## src/rtl/change_dispenser_pkg.sv

```systemverilog
`default_nettype none
// ============================================================================
// Module  : change_dispenser_pkg
// Brief   : Denomination codes, FSM state encodings and coin-select type
//           shared by the change dispenser and the control unit.
// Rev     : 1.0  initial release
// ============================================================================
package change_dispenser_pkg;

    // Coin values in 10-sen units
    localparam logic [2:0] DEN50 = 3'd5;
    localparam logic [2:0] DEN20 = 3'd2;
    localparam logic [2:0] DEN10 = 3'd1;

    localparam logic [2:0] S_IDLE   = 3'd0;
    localparam logic [2:0] S_SELECT = 3'd1;
    localparam logic [2:0] S_EJECT  = 3'd2;
    localparam logic [2:0] S_GAP    = 3'd3;
    localparam logic [2:0] S_DONE   = 3'd4;
    localparam logic [2:0] S_FAIL   = 3'd5;

    typedef enum logic [1:0] {
        COIN_NONE = 2'd0,
        COIN_50   = 2'd1,
        COIN_20   = 2'd2,
        COIN_10   = 2'd3
    } coin_e;

    function automatic logic [2:0] coin_value(input coin_e c);
        logic [2:0] v;
        case (c)
            COIN_50: v = DEN50;
            COIN_20: v = DEN20;
            COIN_10: v = DEN10;
            default: v = 3'd0;
        endcase
        return v;
    endfunction

endpackage
`default_nettype wire

```

## src/rtl/change_dispenser_timer.sv

```systemverilog
`default_nettype none
// ============================================================================
// Module  : dispense_timer
// Brief   : Loadable down-counter shared by the eject-pulse and settle-gap
//           phases; expired_o is high while the count sits at zero.
// Rev     : 1.0  initial release
// ============================================================================
module dispense_timer #(
    parameter int W = 4
) (
    input  logic         clk,
    input  logic         rst,
    input  logic         load_i,
    input  logic [W-1:0] load_val_i,
    output logic         expired_o
);

    logic [W-1:0] cnt_q;

    always_ff @(posedge clk) begin
        if (rst) begin
            cnt_q <= '0;
        end else if (load_i) begin
            cnt_q <= load_val_i;
        end else if (cnt_q != '0) begin
            cnt_q <= cnt_q - W'(1);
        end
    end

    assign expired_o = (cnt_q == '0);

endmodule
`default_nettype wire

```

## src/rtl/change_dispenser.sv

```systemverilog
`default_nettype none
// ============================================================================
// Module  : change_dispenser
// Brief   : Pays a change amount out as 50/20/10-sen coins, one solenoid
//           pulse at a time. Define CHANGE_INVENTORY_EN for per-tube coin
//           counting, service reload and the shortfall (err/short) path.
// Rev     : 1.0  initial release
// ============================================================================
module change_dispenser
    import change_dispenser_pkg::*;
#(
    parameter int AMT_W     = 6,
    parameter int CNT_W     = 6,
    parameter int TUBE_CAP  = 40,
    parameter int PULSE_CYC = 4,
    parameter int GAP_CYC   = 8
) (
    input  logic             clk,
    input  logic             rst,
    input  logic             req_i,
    input  logic [AMT_W-1:0] amount_i,
    output logic             ready_o,
    output logic             done_o,
    output logic             err_o,
    output logic [AMT_W-1:0] short_o,
    output logic             eject50_o,
    output logic             eject20_o,
    output logic             eject10_o,
    input  logic             reload_i
);

    localparam int TMR_MAX = (PULSE_CYC > GAP_CYC) ? PULSE_CYC : GAP_CYC;
    localparam int TMR_W   = $clog2(TMR_MAX + 1);

    logic [2:0]       state_q, state_d;
    logic [AMT_W-1:0] rem_q, rem_d;
    coin_e            coin_q, coin_d;
    coin_e            pick;
    logic             avail50, avail20, avail10;
    logic             accept;
    logic             tmr_load;
    logic [TMR_W-1:0] tmr_val;
    logic             tmr_expired;

    assign accept = req_i && ready_o;

    // Greedy choice over whatever tubes still hold coins
    always_comb begin
        pick = COIN_NONE;
        if (rem_q >= AMT_W'(DEN50) && avail50) begin
            pick = COIN_50;
        end else if (rem_q >= AMT_W'(DEN20) && avail20) begin
            pick = COIN_20;
        end else if (rem_q >= AMT_W'(DEN10) && avail10) begin
            pick = COIN_10;
        end
    end

    always_comb begin
        state_d  = state_q;
        rem_d    = rem_q;
        coin_d   = coin_q;
        tmr_load = 1'b0;
        tmr_val  = '0;
        case (state_q)
            S_IDLE: begin
                if (accept) begin
                    rem_d   = amount_i;
                    state_d = (amount_i == '0) ? S_DONE : S_SELECT;
                end
            end
            S_SELECT: begin
                if (pick == COIN_NONE) begin
                    state_d = S_FAIL;
                end else begin
                    rem_d    = rem_q - AMT_W'(coin_value(pick));
                    coin_d   = pick;
                    tmr_load = 1'b1;
                    tmr_val  = TMR_W'(PULSE_CYC - 1);
                    state_d  = S_EJECT;
                end
            end
            S_EJECT: begin
                if (tmr_expired) begin
                    tmr_load = 1'b1;
                    tmr_val  = TMR_W'(GAP_CYC - 1);
                    state_d  = S_GAP;
                end
            end
            S_GAP: begin
                if (tmr_expired) begin
                    state_d = (rem_q == '0) ? S_DONE : S_SELECT;
                end
            end
            S_DONE:  state_d = S_IDLE;
            S_FAIL:  state_d = S_IDLE;
            default: state_d = S_IDLE;
        endcase
    end

    always_ff @(posedge clk) begin
        if (rst) begin
            state_q <= S_IDLE;
            rem_q   <= '0;
            coin_q  <= COIN_NONE;
        end else begin
            state_q <= state_d;
            rem_q   <= rem_d;
            coin_q  <= coin_d;
        end
    end

    dispense_timer #(
        .W (TMR_W)
    ) u_timer (
        .clk        (clk),
        .rst        (rst),
        .load_i     (tmr_load),
        .load_val_i (tmr_val),
        .expired_o  (tmr_expired)
    );

`ifdef CHANGE_INVENTORY_EN
    localparam logic [CNT_W-1:0] CAP = CNT_W'(TUBE_CAP);

    logic [CNT_W-1:0] cnt50_q, cnt20_q, cnt10_q;
    logic [AMT_W-1:0] short_q;

    assign avail50 = (cnt50_q != '0);
    assign avail20 = (cnt20_q != '0);
    assign avail10 = (cnt10_q != '0);

    // Coin is debited in SELECT, the same cycle remaining is reduced
    always_ff @(posedge clk) begin
        if (rst) begin
            cnt50_q <= CAP;
            cnt20_q <= CAP;
            cnt10_q <= CAP;
        end else if (state_q == S_IDLE && reload_i) begin
            cnt50_q <= CAP;
            cnt20_q <= CAP;
            cnt10_q <= CAP;
        end else if (state_q == S_SELECT) begin
            case (pick)
                COIN_50: cnt50_q <= cnt50_q - CNT_W'(1);
                COIN_20: cnt20_q <= cnt20_q - CNT_W'(1);
                COIN_10: cnt10_q <= cnt10_q - CNT_W'(1);
                default: ;
            endcase
        end
    end

    always_ff @(posedge clk) begin
        if (rst) begin
            short_q <= '0;
        end else if (accept) begin
            short_q <= '0;
        end else if (state_q == S_SELECT && pick == COIN_NONE) begin
            short_q <= rem_q;
        end
    end

    assign err_o   = (state_q == S_FAIL);
    assign short_o = short_q;
`else
    logic w_unused_reload;

    assign avail50         = 1'b1;
    assign avail20         = 1'b1;
    assign avail10         = 1'b1;
    assign w_unused_reload = reload_i;
    assign err_o           = 1'b0;
    assign short_o         = '0;
`endif

    assign ready_o   = (state_q == S_IDLE);
    assign done_o    = (state_q == S_DONE);
    assign eject50_o = (state_q == S_EJECT) && (coin_q == COIN_50);
    assign eject20_o = (state_q == S_EJECT) && (coin_q == COIN_20);
    assign eject10_o = (state_q == S_EJECT) && (coin_q == COIN_10);

endmodule
`default_nettype wire

```

## config.mk

```make
export PLATFORM = sky130hd
export DESIGN_NAME = change_dispenser
export DESIGN_NICKNAME = d
export VERILOG_FILES = /design/src/rtl/change_dispenser_pkg.sv /design/src/rtl/change_dispenser_timer.sv /design/src/rtl/change_dispenser.sv
export SDC_FILE = /design/constraint.sdc
export NUM_CORES = 1
export LEC_CHECK = 0
export CAP_MARGIN = 20
export CORE_UTILIZATION = 30
export DETAILED_ROUTE_END_ITERATION = 7
export SLEW_MARGIN = 10
export SYNTH_ARGS = -nofsm -noshare
export SYNTH_HDL_FRONTEND = slang
export SYNTH_SLANG_ARGS = --single-unit
```

## constraint.sdc

```tcl
create_clock -name clk -period 3.7 [get_ports clk]
set_clock_uncertainty 0.05 [all_clocks]
set_input_delay 0.555 -clock clk [delete_from_list [all_inputs] [get_ports clk]]
set_output_delay 0.555 -clock clk [all_outputs]
set_load 0.02 [all_outputs]
```

After elaboration in Yosys (flattened, before gate mapping). Cells that the tools add are included.

Add/subtract/negate cells: 2. $lt $le $gt $ge: 3. Equal/unequal tests: 14. Mux-type cells: 24. Bitwise gates (word level): 1. Reduce and logical (&&, ||, !) cells: 15.

Operators by type and width (count): two-way mux 3 bit (9); logical NOT 6 bit (2); two-way mux 6 bit (2); case mux 3 bit (4 select lines) (1); case mux 6 bit (2 select lines) (1); case mux 3 bit (3 select lines) (1); equality test 2 bit (second input constant) (4); two-way mux 2 bit (4); two-way mux 4 bit (2); equality test 3 x 2 -> 1 bit (second input constant) (2); >= comparator 6 x 1 -> 1 bit (second input constant) (1); >= comparator 6 x 2 -> 1 bit (second input constant) (1); >= comparator 6 x 3 -> 1 bit (second input constant) (1); != test 2 bit (second input constant) (3); case mux 3 bit (2 select lines) (1); AND reduction 3 bit (2); subtractor 6 x 3 -> 6 bit (1); equality test 2 x 1 -> 1 bit (second input constant) (2); logical AND 1 bit (4); logical NOT 4 bit (1); nonzero test 2 bit (2); nonzero test 4 bit (1); subtractor 4 x 1 -> 4 bit (second input constant) (1); equality test 3 x 1 -> 1 bit (second input constant) (1); other kinds (8) (9).

Flip-flop bits (word level): 15. Output and inout port bits: 12.

Longest topological paths before layout.
Depth in word-level cells: 11. Depth in mapped cells: 10.

Modules after synthesis. From an unflattened synthesis, not the netlist that was laid out.

Cells, all modules: 141. Area, all modules: 1174.9 µm².

Modules (own cells, without submodules): change_dispenser (instances 1, cells an instance 117, area an instance 945.9 µm²); dispense_timer (instances 1, cells an instance 24, area an instance 229.0 µm²).

Worst setup path after synthesis. OpenSTA, ideal clock, no wires.

Path type: reg-to-reg. Start point: register rem_q[3]. End point: register rem_q[4]. Setup time: 0.078 ns. Data arrival time: 1.956 ns. Slack: 1.616 ns. Cell stages (with the launch flop): 9. Cells stage by stage: dfxtp_1 > nor3_4 > o211a_1 > nand2_1 > fa_1 > a211oi_1 > or3_1 > o311ai_1 > nor3_1.

Cells in the longest elaborated chain, start to end: 11.

RTL lines: from (decl) (line change_dispenser.sv:36) `logic [AMT_W-1:0] rem_q, rem_d;`; from (signal assigned) (line change_dispenser.sv:108) `rem_q <= rem_d;`; >= comparator 6 x 1 -> 1 bit (line change_dispenser.sv:54) `end else if (rem_q >= AMT_W'(DEN10) && avail10) begin`; two-way mux 2 bit (line change_dispenser.sv:54); two-way mux 2 bit (line change_dispenser.sv:52) `end else if (rem_q >= AMT_W'(DEN20) && avail20) begin`; two-way mux 2 bit (line change_dispenser.sv:50) `if (rem_q >= AMT_W'(DEN50) && avail50) begin`; equality test 2 bit / equality test 2 x 1 -> 1 bit (equally long branches) (line change_dispenser_pkg.sv:31) `case (c)`; case mux 3 bit (3 select lines) (line change_dispenser_pkg.sv:31); two-way mux 3 bit (line change_dispenser.sv:73) `if (pick == COIN_NONE) begin`; two-way mux 3 bit (line change_dispenser.sv:65) `case (state_q)`; subtractor 6 x 3 -> 6 bit (line change_dispenser.sv:76) `rem_d = rem_q - AMT_W'(coin_value(pick));`; two-way mux 6 bit (line change_dispenser.sv:73); case mux 6 bit (2 select lines) (line change_dispenser.sv:65).

Several ways; a longest one is shown, not always the timed one. The select of a mux whose other input is x is not followed. A chain may end at the register's enable or synchronous reset.

Worst setup path after layout.
Start point: register state_q[1]. End point: output port eject10_o.

Cells in the longest elaborated chain, start to end: 2.

RTL lines: from (decl) (line change_dispenser.sv:35) `logic [2:0] state_q, state_d;`; from (signal assigned) (line change_dispenser.sv:107) `state_q <= state_d;`; equality test 3 x 2 -> 1 bit (line change_dispenser.sv:180) `assign eject10_o = (state_q == S_EJECT) && (coin_q == COIN_10);`; logical AND 1 bit (line change_dispenser.sv:180); to (decl) (line change_dispenser.sv:28) `output logic eject10_o,`.

Every way passes these cells.

==> metrics.csv <==
stage;metric;value;unit
run_status;status;finished clean;
die;start_util;32.5;%
die;fp.dieW;63.3;um
die;die_area;0.00401;sq mm
finish;drive_gt1_share;10.6;%
clock_tree;postCtsSetupBuffers;0;
detailed_routing;vias_per_cell;5.21;
place;post_dp_cell_area;0.00124;sq mm
yosys;synth_top_family_by_area;simple AND/OR/NAND/NOR gates;
place;io_buffer_count;13;
yosys;synth_top_area_share;26.6;%
die;die_h;63.3;um
setup_path;crit_cells;3;
die;num_io_pins;22;
place;place_congestion;0.758;
power;p_leak;0.482;nW
finish;regArea;300;sq um
finish;syn_to_final_growth;14.3;%
clock_tree;htree_levels;1;
sta;post-route-period-util;75.6;%
yosys;seq_area_frac_synth;26.6;%
detailed_routing;drtIter0Drc;91;
place;post-dp-hpwl;1.72;mm
sta;holdWs;0.433;ns
yosys;synthArstFlopShare;0;%
yosys;synthSimpleGateAreaFrac;28.2;%
detailed_routing;ant_nets;0;
global_routing;use_met2;19.9;%
sta;final.setup.tns;0;ns
clock_tree;cts_resized;0;
yosys;ys_top_cells_by_count;dfxtp_1 (15), nand2_1 (13), buf_4 (8), nor2_1 (7), nor3_1 (7);
die;core-area;0.00347;sq mm
min_path;whs_path_depth;2;
yosys;synth-compound-area-share;22.8;%
clock_tree;numCtsBuffers;3;
setup_path;reg2reg_depth;8;
detailed_routing;drc;0;
yosys;synth_area;0.00113;sq mm
sta;finalSetupViolCount;0;
clock_tree;clockRootBuffer;clkbuf_8;
setup_path;path_buf_inv;1;
min_path;hp-class;reg2reg;
clock_tree;clk_pin_slew;0.06;ns
setup_path;max_stage_delay;0.60;ns
global_routing;grt_overflow;0;
global_routing;grt_max_degree;20;
global_routing;grtUsageMet3;2.36;%
yosys;ys_top_cells_by_area;dfxtp_1 (27%), buf_4 (5.3%), ha_1 (4.4%);
sta;hold_violations;0;
finish;multiInputGateArea;732;sq um
sta;max_slew_margin;54.9;%
global_routing;use_met1;15.3;%
setup_path;worst_setup_path_start_kind;flop;
yosys;yosys_warnings;0;
die;row_count;21;
sta;tightest_slew;0.675;ns
detailed_routing;num_vias;974;
setup_path;cp_max_fo;11;
global_routing;antenna_found_initial;0;
yosys;synthDistinctLibCells;52;
yosys;synth_cells;131;
yosys;synthMuxAreaShare;4.66;%
global_routing;grt_pass1_vias;887;
finish;final_cell_area;0.00129;sq mm
yosys;synth.avg_cell_area;8.61;sq um
sta;drv_slew;0;
setup_path;crit_required;3.09;ns
clock_tree;clockBufferDepth;2;
finish;num_antenna_cells;0;
setup_path;cp-end-kind;output pin;
clock_tree;clk_latency;0.25;ns
setup_path;slowest_stage;clkdlybuf4s50_1;
yosys;yosys_most_used_dff;dfxtp_1;
power;vdd_drop_max;0.214;mV
global_routing;grt_pass1_wl;3.95;mm
yosys;yosys.cell_count.top_type;dfxtp_1;
setup_path;crit_path_cell_trace;nor3b_1 > and3_1 > clkdlybuf4s50_1;
setup_path;crit_family;simple AND/OR/NAND/NOR gates;
yosys;synth-seq-cells;15;
global_routing;grtUsageTotal;12.1;%
detailed_routing;wire_per_inst;12.0;um
sta;max_freq;357;MHz
clock_tree;clock_sinks;15;
sta;grt_setup_unrepaired;false;
setup_path;worst-endpoint-arrival;2.19;ns
setup_path;crit_type;reg2out;
power;power.density;882;mW/mm^2
yosys;synthAdderAreaFrac;6.22;%
yosys;synth-xor-area-share;0.777;%
sta;fin_crit;2.80;ns
finish;finalNetCount;157;
finish;nFillCells;375;
global_routing;busiest_layer;met2;
yosys;synth_area_leader_cell;dfxtp_1;
yosys;synth_edf_count;0;
flow_run;cap_violations;0;
detailed_routing;first_pass_iters;5;
detailed_routing;routed_wl;2.25;mm
clock_tree;cts_tree;built;
clock_tree;hold_buffers;0;
-- layout by cell type, fill, tap and decap left out, types with 2 or more instances in the layout --
master and count:
a211oi_1 3, o22ai_1 2, dfxtp_1 15, nand2_1 13
or3_1 3, conb_1 7, clkbuf_8 3, nor3_2 2
nor3_1 7, clkdlybuf4s50_1 13, o211ai_1 2, mux2i_1 3
a21oi_1 6, inv_1 6, nor3b_1 4, ha_1 4
and2_1 2, nand3_1 2, mux2_2 2, nand2b_1 2
nor2_1 7, o21ai_0 4
-- flip-flops by register name, summed over array words and instances (netlist names) --
register / flops
u_timer.cnt_q: 4
state_q: 3
coin_q: 2
rem_q: 6
-- logic make-up (layout without fill, tap and decap cells) --
family / after synthesis / count (layout)
and+or+nand+nor: 52 / 52
muxes: 5 / 5
xor gates and xnor gates: 1 / 1
buffers and inverters: 19 / 23
DFF: 15 / 15
other: 1 / 7
AOI/OAI and AO/OA: 33 / 33
adders and majority gates: 5 / 5
-- metrics by stage --
step                      worst slack, ns  total power [mW]  std cells  util [%]
final                               0.903              1.14        187      37.2
after floorplan                      1.62             0.882        137         -
after detailed placement             1.18              1.00        183      35.8
after global routing                0.777              1.24        187      37.2
after CTS                           0.898              1.14        187      37.2
after global placement               1.23             0.993        183      35.8
-- worst min-delay path, delay by kind of cell, from the launching register on --
family	cells	cell delay, ns
and+or+nand+nor	1	0.06
DFF	1	0.32
AOI/OAI and AO/OA	1	0.06
-- final timing paths --
check / slack [ns] / startpoint / end
max: 0.90 / state_q[1] / eject10_o
min: 0.43 / coin_q[1] / coin_q[1]
max reg2reg: 1.36 / rem_q[3] / rem_q[4]
min reg2reg: 0.43 / coin_q[1] / coin_q[1]
-- layer usage --
| metal | vias up | share of wire, % |
|---|---|---|
| met4 | 0 | 1.9 |
| met2 | 16 | 49 |
| li1 | 493 | - |
| met3 | 4 | 2.7 |
| met5 | - | 0 |
| met1 | 461 | 46 |
-- area by class of cell --
class	count	share of cell area, %
tap	46	4.47
multi-input combinational	103	56.8
sequential	15	23.3
clock inverter	1	0.388
inverter	6	1.75
clock buffer	3	3.20
timing repair buffer	13	10.1
-- report_power, final --
group	switching (mW)	total (mW)	internal, mW
clock	0.0626	0.137	0.0745
combinational	0.375	0.674	0.299
sequential	0.0967	0.325	0.229
Note: power is estimated with default switching activity, not from simulation.
